**src/rtl/mips16_pkg.sv**
```systemverilog
// mips16_pkg: shared opcode, funct, ALU-op and control-bit definitions for the 16-bit MIPS pipeline
package mips16_pkg;
    localparam logic [3:0] OP_R    = 4'b0000;
    localparam logic [3:0] OP_ADDI = 4'b0100;
    localparam logic [3:0] OP_LW   = 4'b1011;
    localparam logic [3:0] OP_SW   = 4'b1111;
    localparam logic [3:0] OP_BEQ  = 4'b1000;
    localparam logic [3:0] OP_J    = 4'b0010;

    localparam logic [2:0] F_SLT   = 3'b100;

    typedef enum logic [2:0] {
        ALU_ADD = 3'd0,
        ALU_SUB = 3'd1,
        ALU_AND = 3'd2,
        ALU_OR  = 3'd3,
        ALU_SLT = 3'd4
    } alu_op_e;

    localparam int CTRL_W       = 7;
    localparam int C_ALU_SRC    = 6;
    localparam int C_MEM_READ   = 5;
    localparam int C_MEM_WRITE  = 4;
    localparam int C_REG_WRITE  = 3;
    localparam int C_MEM_TO_REG = 2;
    localparam int C_BRANCH     = 1;
    localparam int C_JUMP       = 0;
endpackage

```
**src/rtl/mips16_decoder.sv**
```systemverilog
// mips16_decoder: combinational instruction decode into ALU op, control bits, register fields and immediate
module mips16_decoder
    import mips16_pkg::*;
#(
    parameter int DATA_W = 16
) (
    input  logic [DATA_W-1:0] i_instr,
    output alu_op_e           o_alu_op,
    output logic [CTRL_W-1:0] o_ctrl,
    output logic [2:0]        o_wreg,
    output logic [2:0]        o_rs,
    output logic [2:0]        o_rt,
    output logic              o_uses_rt,
    output logic [DATA_W-1:0] o_imm
);
    logic [3:0] w_op;
    logic [2:0] w_funct;

    assign w_op    = i_instr[15:12];
    assign w_funct = i_instr[2:0];
    assign o_rs    = i_instr[11:9];
    assign o_rt    = i_instr[8:6];
    assign o_imm   = {{(DATA_W-6){i_instr[5]}}, i_instr[5:0]};

    // Unknown opcodes and R-type functs fall through as NOPs with all control bits clear
    always_comb begin
        o_alu_op  = ALU_ADD;
        o_ctrl    = '0;
        o_wreg    = '0;
        o_uses_rt = 1'b0;
        case (w_op)
            OP_R: begin
                o_uses_rt = 1'b1;
                if (w_funct <= F_SLT) begin
                    o_alu_op              = alu_op_e'(w_funct);
                    o_ctrl[C_REG_WRITE]   = 1'b1;
                    o_wreg                = i_instr[5:3];
                end
            end
            OP_ADDI: begin
                o_ctrl[C_ALU_SRC]   = 1'b1;
                o_ctrl[C_REG_WRITE] = 1'b1;
                o_wreg              = i_instr[8:6];
            end
            OP_LW: begin
                o_ctrl[C_ALU_SRC]    = 1'b1;
                o_ctrl[C_MEM_READ]   = 1'b1;
                o_ctrl[C_REG_WRITE]  = 1'b1;
                o_ctrl[C_MEM_TO_REG] = 1'b1;
                o_wreg               = i_instr[8:6];
            end
            OP_SW: begin
                o_ctrl[C_ALU_SRC]   = 1'b1;
                o_ctrl[C_MEM_WRITE] = 1'b1;
                o_uses_rt           = 1'b1;
            end
            OP_BEQ: begin
                o_alu_op         = ALU_SUB;
                o_ctrl[C_BRANCH] = 1'b1;
                o_uses_rt        = 1'b1;
            end
            OP_J: o_ctrl[C_JUMP] = 1'b1;
            default: ;
        endcase
        if (o_wreg == 3'd0) o_ctrl[C_REG_WRITE] = 1'b0;
    end
endmodule

```
**src/rtl/id_stage.sv**
```systemverilog
// id_stage: decode stage with IF/ID and ID/EX registers, WB bypass, load-use stall and EX flush
module id_stage
    import mips16_pkg::*;
#(
    parameter int DATA_W = 16,
    parameter int REG_AW = 3
) (
    input  logic              clk,
    input  logic              rst,
    input  logic              if_valid,
    input  logic [DATA_W-1:0] if_instr,
    input  logic [DATA_W-1:0] if_pc,
    output logic              stall_if,
    input  logic              ex_flush,
    output logic [REG_AW-1:0] read_reg1,
    output logic [REG_AW-1:0] read_reg2,
    input  logic [DATA_W-1:0] read_data1,
    input  logic [DATA_W-1:0] read_data2,
    input  logic              wb_reg_write,
    input  logic [REG_AW-1:0] wb_write_reg,
    input  logic [DATA_W-1:0] wb_write_data,
    output logic              ex_valid,
    output logic [DATA_W-1:0] ex_pc,
    output logic [DATA_W-1:0] ex_rs_data,
    output logic [DATA_W-1:0] ex_rt_data,
    output logic [DATA_W-1:0] ex_imm,
    output logic [REG_AW-1:0] ex_rs,
    output logic [REG_AW-1:0] ex_rt,
    output logic [REG_AW-1:0] ex_wreg,
    output logic [2:0]        ex_alu_op,
    output logic [CTRL_W-1:0] ex_ctrl,
    output logic [DATA_W-1:0] ex_jtarget
);
    logic              r_if_valid;
    logic [DATA_W-1:0] r_if_instr, r_if_pc;
    logic              r_ex_valid;
    logic [DATA_W-1:0] r_ex_pc, r_ex_rs_data, r_ex_rt_data, r_ex_imm, r_ex_jtarget;
    logic [REG_AW-1:0] r_ex_rs, r_ex_rt, r_ex_wreg;
    alu_op_e           r_ex_alu_op;
    logic [CTRL_W-1:0] r_ex_ctrl;

    alu_op_e           w_alu_op;
    logic [CTRL_W-1:0] w_ctrl;
    logic [REG_AW-1:0] w_wreg, w_rs, w_rt;
    logic              w_uses_rt, w_hz, w_bubble;
    logic [DATA_W-1:0] w_imm, w_rs_data, w_rt_data;

    mips16_decoder #(.DATA_W(DATA_W)) u_dec (
        .i_instr   (r_if_instr),
        .o_alu_op  (w_alu_op),
        .o_ctrl    (w_ctrl),
        .o_wreg    (w_wreg),
        .o_rs      (w_rs),
        .o_rt      (w_rt),
        .o_uses_rt (w_uses_rt),
        .o_imm     (w_imm)
    );

    assign read_reg1 = w_rs;
    assign read_reg2 = w_rt;

    assign w_rs_data = (wb_reg_write && wb_write_reg == w_rs && w_rs != '0) ? wb_write_data : read_data1;
    assign w_rt_data = (wb_reg_write && wb_write_reg == w_rt && w_rt != '0) ? wb_write_data : read_data2;

    assign w_hz = r_if_valid && r_ex_valid && r_ex_ctrl[C_MEM_READ] && (r_ex_wreg != '0)
               && (r_ex_wreg == w_rs || (r_ex_wreg == w_rt && w_uses_rt));
    assign stall_if = w_hz && !ex_flush;
    assign w_bubble = ex_flush || w_hz || !r_if_valid;

    // IF/ID: flush kills the slot, a load-use hazard holds it, otherwise take the fetched word
    always_ff @(posedge clk or negedge rst) begin
        if (!rst) begin
            r_if_valid <= 1'b0;
            r_if_instr <= '0;
            r_if_pc    <= '0;
        end else if (ex_flush) begin
            r_if_valid <= 1'b0;
        end else if (!w_hz) begin
            r_if_valid <= if_valid;
            r_if_instr <= if_instr;
            r_if_pc    <= if_pc;
        end
    end

    // ID/EX: a bubble only needs valid and ctrl cleared; data fields are harmless without them
    always_ff @(posedge clk or negedge rst) begin
        if (!rst) begin
            r_ex_valid   <= 1'b0;
            r_ex_ctrl    <= '0;
            r_ex_pc      <= '0;
            r_ex_rs_data <= '0;
            r_ex_rt_data <= '0;
            r_ex_imm     <= '0;
            r_ex_jtarget <= '0;
            r_ex_rs      <= '0;
            r_ex_rt      <= '0;
            r_ex_wreg    <= '0;
            r_ex_alu_op  <= ALU_ADD;
        end else begin
            r_ex_valid   <= !w_bubble;
            r_ex_ctrl    <= w_bubble ? '0 : w_ctrl;
            r_ex_pc      <= r_if_pc;
            r_ex_rs_data <= w_rs_data;
            r_ex_rt_data <= w_rt_data;
            r_ex_imm     <= w_imm;
            r_ex_jtarget <= {r_if_pc[DATA_W-1:12], r_if_instr[11:0]};
            r_ex_rs      <= w_rs;
            r_ex_rt      <= w_rt;
            r_ex_wreg    <= w_wreg;
            r_ex_alu_op  <= w_alu_op;
        end
    end

    assign ex_valid   = r_ex_valid;
    assign ex_ctrl    = r_ex_ctrl;
    assign ex_pc      = r_ex_pc;
    assign ex_rs_data = r_ex_rs_data;
    assign ex_rt_data = r_ex_rt_data;
    assign ex_imm     = r_ex_imm;
    assign ex_jtarget = r_ex_jtarget;
    assign ex_rs      = r_ex_rs;
    assign ex_rt      = r_ex_rt;
    assign ex_wreg    = r_ex_wreg;
    assign ex_alu_op  = r_ex_alu_op;
endmodule

```
**config.mk**
```make
export PLATFORM = sky130hd
export DESIGN_NAME = id_stage
export DESIGN_NICKNAME = d
export VERILOG_FILES = /design/src/rtl/mips16_pkg.sv /design/src/rtl/mips16_decoder.sv /design/src/rtl/id_stage.sv
export SDC_FILE = /design/constraint.sdc
export NUM_CORES = 1
export LEC_CHECK = 0
export BUFFER_PORTS_ARGS = -buffer_cell sky130_fd_sc_hd__buf_2
export CAP_MARGIN = 0
export CORE_MARGIN = 3
export CORE_UTILIZATION = 45
export CTS_BUF_LIST = sky130_fd_sc_hd__clkbuf_8
export CTS_CLUSTER_DIAMETER = 40
export DETAILED_ROUTE_END_ITERATION = 10
export PLACE_DENSITY = 0.77
export SLEW_MARGIN = 20
export SYNTH_ARGS = -nofsm -noshare
export SYNTH_HDL_FRONTEND = slang
export SYNTH_SLANG_ARGS = --single-unit
```
**constraint.sdc**
```tcl
create_clock -name clk -period 2.4 [get_ports clk]
set_input_delay 0.24 -clock clk [delete_from_list [all_inputs] [get_ports clk]]
set_output_delay 0.24 -clock clk [all_outputs]
set_load 0.02 [all_outputs]
```
==> flow_metrics.env, run 1 <==
export IMPL_clk_pin_slew_worst_paths_ns=0.12
export IMPL_drc_errors=0
export IMPL_critPathMaxStageDelay_ns=0.45
export IMPL_grt_first_pass_wirelength_um=14100
export IMPL_post_cts_resized=0
export IMPL_cts_tree="done"
export IMPL_status="finished clean"
export IMPL_port_buffer_count=194
export IMPL_fin_crit_sh_pct=94.3
export IMPL_layout_cells_most_common="buf_2"
export IMPL_synth_warnings=0
export IMPL_h_tree_depth=3
export IMPL_worstPathRequired_ns=2.16
export IMPL_worst_path_buf_inv=1
export IMPL_pre_cts_ws_ns=0.0863
export IMPL_critical_path_class="flip-flop to output port"
export IMPL_core_um2=8890
export IMPL_timing_critical_path_to_type="output port"
export IMPL_multi_input_area_um2=1230
export IMPL_setup_viol=0
export IMPL_die_h_um=103
export IMPL_ir_drop_uv=375
export IMPL_dieArea_um2=10600
export IMPL_path_cells="or3_4 -> a2111oi_2 -> o21ai_1 -> nor2_1 -> buf_2"
export IMPL_grt_pass1_vias=2855
export IMPL_sw_frac_of_total_pct=29.9
export IMPL_n_antenna_cell=0
export IMPL_p_int_uw=2790
export IMPL_dr_first_iter_drc_count=59
export IMPL_yosysUniqueCellTypes=28
export IMPL_cp_start_kind="flip-flop"
export IMPL_drv_slew=0
export IMPL_place_gp_congestion=0.757
export IMPL_vias_per_cell=4.78
export IMPL_cp_slowest_cell="dfrtp_1"
export IMPL_grt_max_degree=49
export IMPL_clockBufferDepth=2
export IMPL_critPathTopFamily="simple AND/OR/NAND/NOR gates"
export IMPL_die_w_um=103
export IMPL_clkSinkCount=106
export IMPL_seqCellArea_um2=2650
export IMPL_num_rows=34
export IMPL_drv_cap=0
export IMPL_antenna_found_initial=0
export IMPL_timing_final_crit_period_ns=2.26
export IMPL_synthArstFlopShare_pct=100
export IMPL_power_frac_clock_pct=29.9
export IMPL_cts_buffers_inserted=9
export IMPL_skew_ns=0.0149
export IMPL_pin_count=195
export IMPL_vias=2680
export IMPL_fillers=706
export IMPL_syn_area_um2=4210
export IMPL_syn_nets=357
export IMPL_dp_hpwl_um=7030
export IMPL_pwr_share_comb_pct=19.5
export IMPL_finalHoldViolCount=0
export IMPL_p_seq_share_pct=50.7
export IMPL_grtUsageTotal_pct=17.7
export IMPL_fmaxAchievable_mhz=442
export IMPL_drive_gt1_share_pct=64.7
export IMPL_avgRoutedWirePerCell_um=16.5
export IMPL_clkLatencyLatePin_ns=0.37
export IMPL_ys_ff_latch=106
export IMPL_cp_max_fo=6
export IMPL_p_leak_uw=0.00278
export IMPL_dp_cells=542
export IMPL_most_common_layout_cells="buf_2, dfrtp_1, mux2_2"
export IMPL_initial_core_util_pct=47.4
export IMPL_final_util_pct=60.5
export IMPL_drt_total_wl_um=9240
export IMPL_switching_power_uw=1190
export IMPL_synth_edf_count=0
export IMPL_yosys_most_used_dff="dfrtp_1"
export IMPL_slew_headroom_pct=59.9
export IMPL_pwr_density_cell_nw_per_um2=741
export IMPL_setup_slack_ns=0.136
export IMPL_ctsRootBufferMaster="clkbuf_8"
export IMPL_ys_seq_area_share_pct=63.0
export IMPL_syn_inst=269
export IMPL_power_uw=3980
export IMPL_arrival_ns=2.02
export IMPL_hp_class="input port to flip-flop"
export IMPL_worst_pin_slew_ns=0.597
export IMPL_areaGrowthSynthToFinish_pct=27.7
export IMPL_ant_nets=0
export IMPL_first_pass_iters=4
export IMPL_fin_cells=561
export IMPL_nNetsFinal=536
export IMPL_syn_area_per_cell_um2=15.7
export IMPL_grt_overflow=0
-- sequential cells by signal (all words and copies together) (netlist names) --
register / cells
ex_alu_op: 3
ex_rt: 2
r_if_pc: 16
ex_jtarget: 12
ex_rs_data: 16
ex_wreg: 3
ex_rs: 2
ex_valid: 1
ex_pc: 12
r_if_valid: 1
ex_rt_data: 16
ex_ctrl: 6
r_if_instr: 16
-- through the flow --
| step | cell area (µm²) | hold WS [ns] | TNS, ns |
|---|---|---|---|
| 6_report | 5380 | 0.0854 | 0 |
| 5_1_grt | 5380 | 0.0540 | -0.00201 |
| 4_1_cts | 5360 | 0.0578 | 0 |
| 3_5_place_dp | 5120 | 0.240 | 0 |
| 3_3_place_gp | 5120 | 0.231 | 0 |
| 2_1_floorplan | 4210 | -0.0556 | 0 |
-- worst paths after layout --
path                                start  cells past startpoint  slack (ns)        endpoint
hold / removal                  if_pc[11]                      2        0.09     r_if_pc[11]
min in group asynchronous             rst                      2        0.36   ex_jtarget[0]
setup reg to reg           r_if_instr[13]                      6        0.22  r_if_instr[11]
max in group asynchronous             rst                      3        1.38  ex_rs_data[15]
hold reg to reg                r_if_pc[3]                      0        0.38        ex_pc[3]
setup / recovery           r_if_instr[13]                      5        0.14        stall_if
-- power groups by stage --
stage	combinational [µW]	sequential, µW	clock (µW)
2_1_floorplan	385	2180	0
3_3_place_gp	767	2050	0
3_5_place_dp	779	2060	0
4_1_cts	784	2020	1230
5_1_grt	834	2040	1310
6_report	775	2020	1190
-- synthesized netlist by cell type (all sizes together), types with 3 or more instances --
master	count	share of area, %
a2111oi	3	1.1
a21oi	4	0.48
a22o	3	0.62
buf	39	7.9
dfrtp	106	63
inv	5	0.45
mux2	64	20
nand3	3	0.36
nor2	6	0.53
nor2b	3	0.62
nor3	6	0.71
o21ai	4	0.47
xor2	10	2.1
-- per-layer routing --
metal,up-vias,global-route usage [%],wire length (µm)
met5,-,0,0
met4,0,7.77,167
met3,13,4.33,680
met2,124,29.9,4750
met1,1300,21.6,3640
li1,1243,-,-
-- cell families (layout without fill, tap and decap cells) --
kind of cell	count (synthesis)	in the layout	synth area share [%]
xor+xnor	10	10	2.08
flops	106	106	63.0
buf+inv	46	230	8.49
mux	64	64	19.8
simple gates	25	25	3.33
compound gates	18	18	3.36
-- timing repair --
item / 4_1_cts / 5_1_grt
setup endpoints to repair: 0 / 17
setup buffers: 0 / 2
endpoints found under the hold margin: 38 / 0
hold buffers: 1 / 0
-- layout make-up --
type	instances	area share [%]
clock buffer	9	2.30
clock inverter	7	2.00
inverter	5	0.349
multi-input combinational	117	22.8
sequential	106	49.3
tap	108	2.51
timing repair buffer	209	20.7
No activity file was read; power rests on OpenSTA's default activity.
==> run 2, diff against run 1 <==
--- a/config.mk
+++ b/config.mk
@@ -9,3 +9,3 @@
 export CAP_MARGIN = 0
-export CORE_MARGIN = 3
+export CORE_MARGIN = 2
 export CORE_UTILIZATION = 45
@@ -14,3 +14,3 @@
 export DETAILED_ROUTE_END_ITERATION = 10
-export PLACE_DENSITY = 0.77
+export PLACE_DENSITY = 0.74
 export SLEW_MARGIN = 20
@@ -18,2 +18,3 @@
 export SYNTH_HDL_FRONTEND = slang
+export SYNTH_HIERARCHICAL = 1
 export SYNTH_SLANG_ARGS = --single-unit
--- a/constraint.sdc
+++ b/constraint.sdc
@@ -3,2 +3,2 @@
 set_output_delay 0.24 -clock clk [all_outputs]
-set_load 0.02 [all_outputs]
+set_load 0.05 [all_outputs]
==> run 2 against run 1 <==
- die area grew 17%
- flip-flop and latch count increased by 23
- critical path depth is 2 higher
- critical path type unchanged
- largest cell class unchanged
==> flow_metrics.env, run 2 <==
export IMPL_place_gp_congestion=0.833
export IMPL_ir_drop_uv=459
export IMPL_setup_viol=0
export IMPL_pre_cts_ws_ns=0.388
export IMPL_clkLatencyLatePin_ns=0.44
export IMPL_synth_warnings=6
export IMPL_timing_critical_path_to_type="output port"
export IMPL_critPathLaunch="r_if_instr[12]"
export IMPL_dp_hpwl_um=8790
export IMPL_grt_first_pass_wirelength_um=20000
export IMPL_cp_start_kind="flip-flop"
export IMPL_yosys_area_top_type="dfrtp_1"
export IMPL_synth_top_area_share_pct=62.4
export IMPL_yosys_most_used_dff="dfrtp_1"
export IMPL_post_dp_cell_area_um2=6130
export IMPL_drc_errors=0
export IMPL_grt_max_degree=58
export IMPL_layout_cells_most_common="buf_2"
export IMPL_antenna_found_initial=0
export IMPL_arrival_ns=2.06
export IMPL_fin_crit_sh_pct=95.8
export IMPL_vias_per_cell=5.08
export IMPL_power_frac_clock_pct=31.2
export IMPL_reg2regPathDepth=5
export IMPL_core_um2=11300
export IMPL_drive_gt1_share_pct=48.7
export IMPL_timing_final_crit_period_ns=2.30
export IMPL_most_common_layout_cells="buf_2, dfrtp_1, o211ai_1"
export IMPL_yosysUniqueCellTypes=37
export IMPL_p_int_uw=3500
export IMPL_fin_area_um2=6540
export IMPL_holdPathStages=2
export IMPL_pwr_share_comb_pct=21.1
export IMPL_clk_pin_slew_worst_paths_ns=0.07
export IMPL_sw_frac_of_total_pct=32.4
export IMPL_skew_ns=0.00799
export IMPL_first_pass_iters=4
export IMPL_setup_slack_ns=0.0998
export IMPL_status="finished clean"
export IMPL_fin_cells=734
export IMPL_synth_commonest_cells="dfrtp_1, o211ai_1, nand2_1, nand2b_1, mux2_2"
export IMPL_ctsRootBufferMaster="clkbuf_8"
export IMPL_n_antenna_cell=0
export IMPL_finalHoldViolCount=0
export IMPL_min_from="read_data1[8]"
export IMPL_switching_power_uw=1670
export IMPL_yosysMostFrequentCell="dfrtp_1"
export IMPL_ys_ff_latch=129
export IMPL_nNetsFinal=666
export IMPL_critical_path_class="flip-flop to output port"
export IMPL_worstPathRequired_ns=2.16
export IMPL_avgRoutedWirePerCell_um=16.8
export IMPL_h_tree_depth=4
export IMPL_pwr_density_cell_nw_per_um2=791
export IMPL_cp_max_fo=7
export IMPL_port_buffer_count=194
export IMPL_p_seq_share_pct=47.7
export IMPL_syn_area_um2=5170
export IMPL_syn_area_per_cell_um2=12.9
export IMPL_cts_buffers_inserted=17
export IMPL_p_leak_uw=0.00313
export IMPL_synth_edf_count=0
export IMPL_clockBufferDepth=2
export IMPL_cts_tree="done"
export IMPL_dr_first_iter_drc_count=114
export IMPL_grt_pass1_vias=3852
export IMPL_die_h_um=111
export IMPL_reg2reg_from="r_if_instr[6]"
export IMPL_syn_inst=400
export IMPL_areaGrowthSynthToFinish_pct=26.4
export IMPL_worst_pin_slew_ns=0.632
export IMPL_ys_seq_area_share_pct=62.4
export IMPL_final_util_pct=57.8
export IMPL_slew_headroom_pct=57.9
export IMPL_fmaxAchievable_mhz=435
export IMPL_pin_count=195
export IMPL_drt_total_wl_um=12300
export IMPL_hp_class="input port to flip-flop"
export IMPL_dieArea_um2=12400
export IMPL_drv_cap=0
export IMPL_synthArstFlopShare_pct=100
export IMPL_grtUsageTotal_pct=20.9
export IMPL_drv_slew=0
export IMPL_syn_nets=488
export IMPL_num_rows=39
export IMPL_die_w_um=111
export IMPL_dp_cells=699
export IMPL_synth_area_leaders="dfrtp_1, o211ai_1, mux2_2, nand2b_1, buf_4"
export IMPL_ant_nets=0
export IMPL_initial_core_util_pct=45.7
export IMPL_clkSinkCount=129
export IMPL_grt_overflow=0
export IMPL_vias=3731
## run 2: cell count changes in the layout (fill, tap and decap cells not counted), moves of 14 or more
cell and delta:
nand2_1 +31, nand2b_1 +32, o211ai_1 +64, dfrtp_1 +18, clkbuf_8 +14, mux2_4 -30
## run 2: stage by stage
stage | setup TNS [ns] | power (µW) | hold slack [ns]
floorplan | 0 | 3280 | -0.0556
global placement | 0 | 3580 | 0.224
detailed placement | 0 | 3600 | 0.225
CTS | 0 | 5220 | 0.00407
global route | -0.000629 | 5400 | 0.00632
finish | 0 | 5170 | 0.0359
## run 2: logic make-up after synthesis
| group | after synthesis | share of synthesized area [%] |
|---|---|---|
| DFF | 129 | 62.4 |
| xor gates and xnor gates | 10 | 1.69 |
| buffers and inverters | 55 | 6.34 |
| muxes | 32 | 6.97 |
| AOI/OAI and AO/OA | 79 | 12.5 |
| and+or+nand+nor | 95 | 10.1 |
## run 2: metal layers
metal	track usage (%)	routed length (µm)	vias to the layer above	part of all wire, %
met4	7.16	155	0	1.3
met2	35.2	6340	158	51
li1	-	-	1733	-
met1	25.4	4910	1827	40
met3	6.89	933	13	7.6
met5	0	0	-	0
## run 2: area by class of cell
| type | instances | area [µm²] |
|---|---|---|
| fill | 927 | 4780 |
| sequential | 129 | 3230 |
| multi-input combinational | 216 | 1640 |
| timing repair buffer | 210 | 1120 |
| clock buffer | 23 | 317 |
| tap | 143 | 179 |
| clock inverter | 9 | 40.0 |
| inverter | 4 | 15.0 |
## run 2: final timing paths
path                             endpoint  slack (ns)
min in group asynchronous  ex_rt_data[10]        0.32
setup reg to reg            ex_rt_data[6]        0.52
hold / removal              ex_rs_data[8]        0.04
hold reg to reg                  ex_pc[0]        0.41
max in group asynchronous   r_if_instr[7]        1.38
setup / recovery                 stall_if         0.1
## run 2: critical path, cell delays in order (launching register included)
cell     delay, ns
dfrtp_2       0.45
nand3_2       0.11
nor2_1        0.06
or2_2         0.27
and4_1        0.16
o21a_1        0.23
nor2b_1       0.16
buf_6         0.19
## run 2: power by group through the flow
stage,Clock (µW),Combinational [µW],Sequential (µW)
floorplan,0,355,2930
global placement,0,1080,2500
detailed placement,0,1090,2510
CTS,1660,1100,2470
global route,1760,1150,2490
finish,1610,1090,2470
## run 2: what timing repair did
| action | 4_1_cts | 5_1_grt |
|---|---|---|
| hold endpoints to repair | 55 | 0 |
| setup endpoints to repair | 1 | 1 |
| hold buffers | 1 | 0 |
| pin swaps | 0 | 0 |
| buffers inserted | 0 | 2 |
| resized for setup | 3 | 6 |
==> run 3, diff against run 2 <==
==> constraint.sdc (replaced) <==
create_clock -name clk -period 2.4 [get_ports clk]
set_input_delay 0.72 -clock clk [delete_from_list [all_inputs] [get_ports clk]]
set_output_delay 0.72 -clock clk [all_outputs]
set_load 0.05 [all_outputs]
==> run 3 against run 2 <==
- design area increased by 4.5%
- non-clock buffer count increased by 26
- total power increased by 3.6%
- core utilization increased by 2.6 points
- the flow now finishes with violations (negative setup slack)
- critical path depth unchanged
- clock skew increased by 0.0019 ns
- combinational power increased by 9%
- highest routed layer unchanged
- first-iteration DRC count increased by 110%
- worst hold slack improved by 0.20 ns
- flip-flop and latch count unchanged
==> flow_metrics.env, run 3 (same netlist as run 2, synthesis figures left out) <==
export IMPL_die_w_um=111
export IMPL_worst_pin_slew_ns=0.525
export IMPL_n_antenna_cell=0
export IMPL_ant_nets=0
export IMPL_p_leak_uw=0.00327
export IMPL_dr_first_iter_drc_count=235
export IMPL_cts_buffers_inserted=17
export IMPL_clkLatencyLatePin_ns=0.44
export IMPL_holdWs_ns=0.239
export IMPL_first_pass_iters=4
export IMPL_port_buffer_count=194
export IMPL_timing_final_crit_period_ns=2.67
export IMPL_cts_tree="done"
export IMPL_slew_headroom_pct=65.0
export IMPL_grtUsageTotal_pct=21.4
export IMPL_dp_hpwl_um=8720
export IMPL_post_dp_cell_area_um2=6230
export IMPL_grt_max_degree=57
export IMPL_cp_max_fo=4
export IMPL_initial_core_util_pct=45.7
export IMPL_avgRoutedWirePerCell_um=17.2
export IMPL_areaGrowthSynthToFinish_pct=32.1
export IMPL_h_tree_depth=4
export IMPL_drc_errors=0
export IMPL_worstPathRequired_ns=1.68
export IMPL_critical_path_class="flip-flop to output port"
export IMPL_nNetsFinal=692
export IMPL_ir_drop_uv=571
export IMPL_cp_start_kind="flip-flop"
export IMPL_drv_cap=0
export IMPL_finalSetupTns_ns=-0.545
export IMPL_dieArea_um2=12400
export IMPL_fin_crit_sh_pct=111
export IMPL_critPathLaunch="r_if_instr[13]"
export IMPL_drive_gt1_share_pct=52.3
export IMPL_vias=3863
export IMPL_most_common_layout_cells="buf_2, dfrtp_1, o211ai_1"
export IMPL_clockBufferDepth=2
export IMPL_final_util_pct=60.3
export IMPL_hp_class="input port to asynchronous set/reset pin"
export IMPL_skew_ns=0.00986
export IMPL_vias_per_cell=5.09
export IMPL_setup_viol=5
export IMPL_clk_pin_slew_worst_paths_ns=0.08
export IMPL_reg2regPathDepth=16
export IMPL_grt_pass1_vias=3976
export IMPL_grt_overflow=0
export IMPL_status="finished, violations left"
export IMPL_num_rows=39
export IMPL_violations="negative setup slack"
export IMPL_ctsRootBufferMaster="clkbuf_8"
export IMPL_drv_slew=0
export IMPL_layout_cells_most_common="buf_2"
export IMPL_ctsHoldBuffers=0
export IMPL_pin_count=195
export IMPL_rsz0062_at_grt="yes"
export IMPL_die_h_um=111
export IMPL_pre_cts_ws_ns=0.0738
export IMPL_timing_critical_path_to_type="output port"
export IMPL_setup_slack_ns=-0.267
export IMPL_drt_total_wl_um=13100
export IMPL_fin_area_um2=6830
export IMPL_antenna_found_initial=0
export IMPL_core_um2=11300
export IMPL_arrival_ns=1.95
export IMPL_reg2reg_from="r_if_instr[13]"
export IMPL_place_gp_congestion=0.843
export IMPL_fmaxAchievable_mhz=375
export IMPL_pwr_density_cell_nw_per_um2=785
export IMPL_grt_first_pass_wirelength_um=20500
export IMPL_clkSinkCount=129
export IMPL_finalHoldViolCount=0
[run 3: cell count changes in the layout (fill, tap and decap cells not counted), moves of 2 or more]
| cell | change |
|---|---|
| buf_4 | +24 |
| clkbuf_8 | -4 |
| nor3b_1 | -4 |
| nor3b_2 | +4 |
| buf_12 | +2 |
| bufinv_16 | +2 |
| nor2_1 | -2 |
| nor2_4 | +2 |
[run 3: where the power goes]
part           internal (µW)  total, µW  switching [µW]
Clock                    942       1730             785
Sequential              2350       2440            92.7
Combinational            343       1190             848
Total                   3630       5360            1730
[run 3: final timing paths]
kind	endpoint	slack (ns)
max	stall_if	-0.27
min	ex_imm[11]	0.24
max reg2reg	ex_ctrl[3]	-0.22
min reg2reg	ex_pc[0]	0.40
max in group asynchronous	ex_rt_data[4]	1.56
min in group clk	ex_pc[0]	0.40
[run 3: worst max-delay path, stage by stage, from the launching register on]
cell     delay (ns)
dfrtp_2        0.43
nand3_2        0.13
nor2_4         0.13
or2_4          0.12
and4_4         0.20
o21a_1         0.18
nor2b_4        0.17
buf_6          0.16
[run 3: what timing repair did]
| item | CTS | global route |
|---|---|---|
| endpoints found under the hold margin | 0 | 0 |
| pin swaps | 6 | 2 |
| gates resized for setup | 8 | 12 |
| setup endpoints to repair | 1 | 8 |
| setup buffers | 19 | 2 |
[run 3: area by class of cell]
cell class / count / area, µm²
tap: 143 / 179
sequential: 129 / 3240
multi-input combinational: 216 / 1700
clock buffer: 19 / 262
timing repair buffer: 236 / 1340
inverter: 4 / 15.0
fill: 938 / 4490
clock inverter: 12 / 104
[run 3: metrics by stage]
stage / cells / total power (µW)
after floorplan: 400 / 3290
after global placement: 707 / 3600
after detailed placement: 707 / 3630
after CTS: 757 / 5400
after global routing: 759 / 5580
final: 759 / 5360
[run 3: routing by layer]
layer  global-route usage [%]  share of wire [%]  vias up
met5                        0                  0        -
met4                     10.3                2.9        0
met3                     8.20                8.9       28
met2                     33.6                 49      185
met1                     26.1                 39     1858
li1                         -                  -     1792
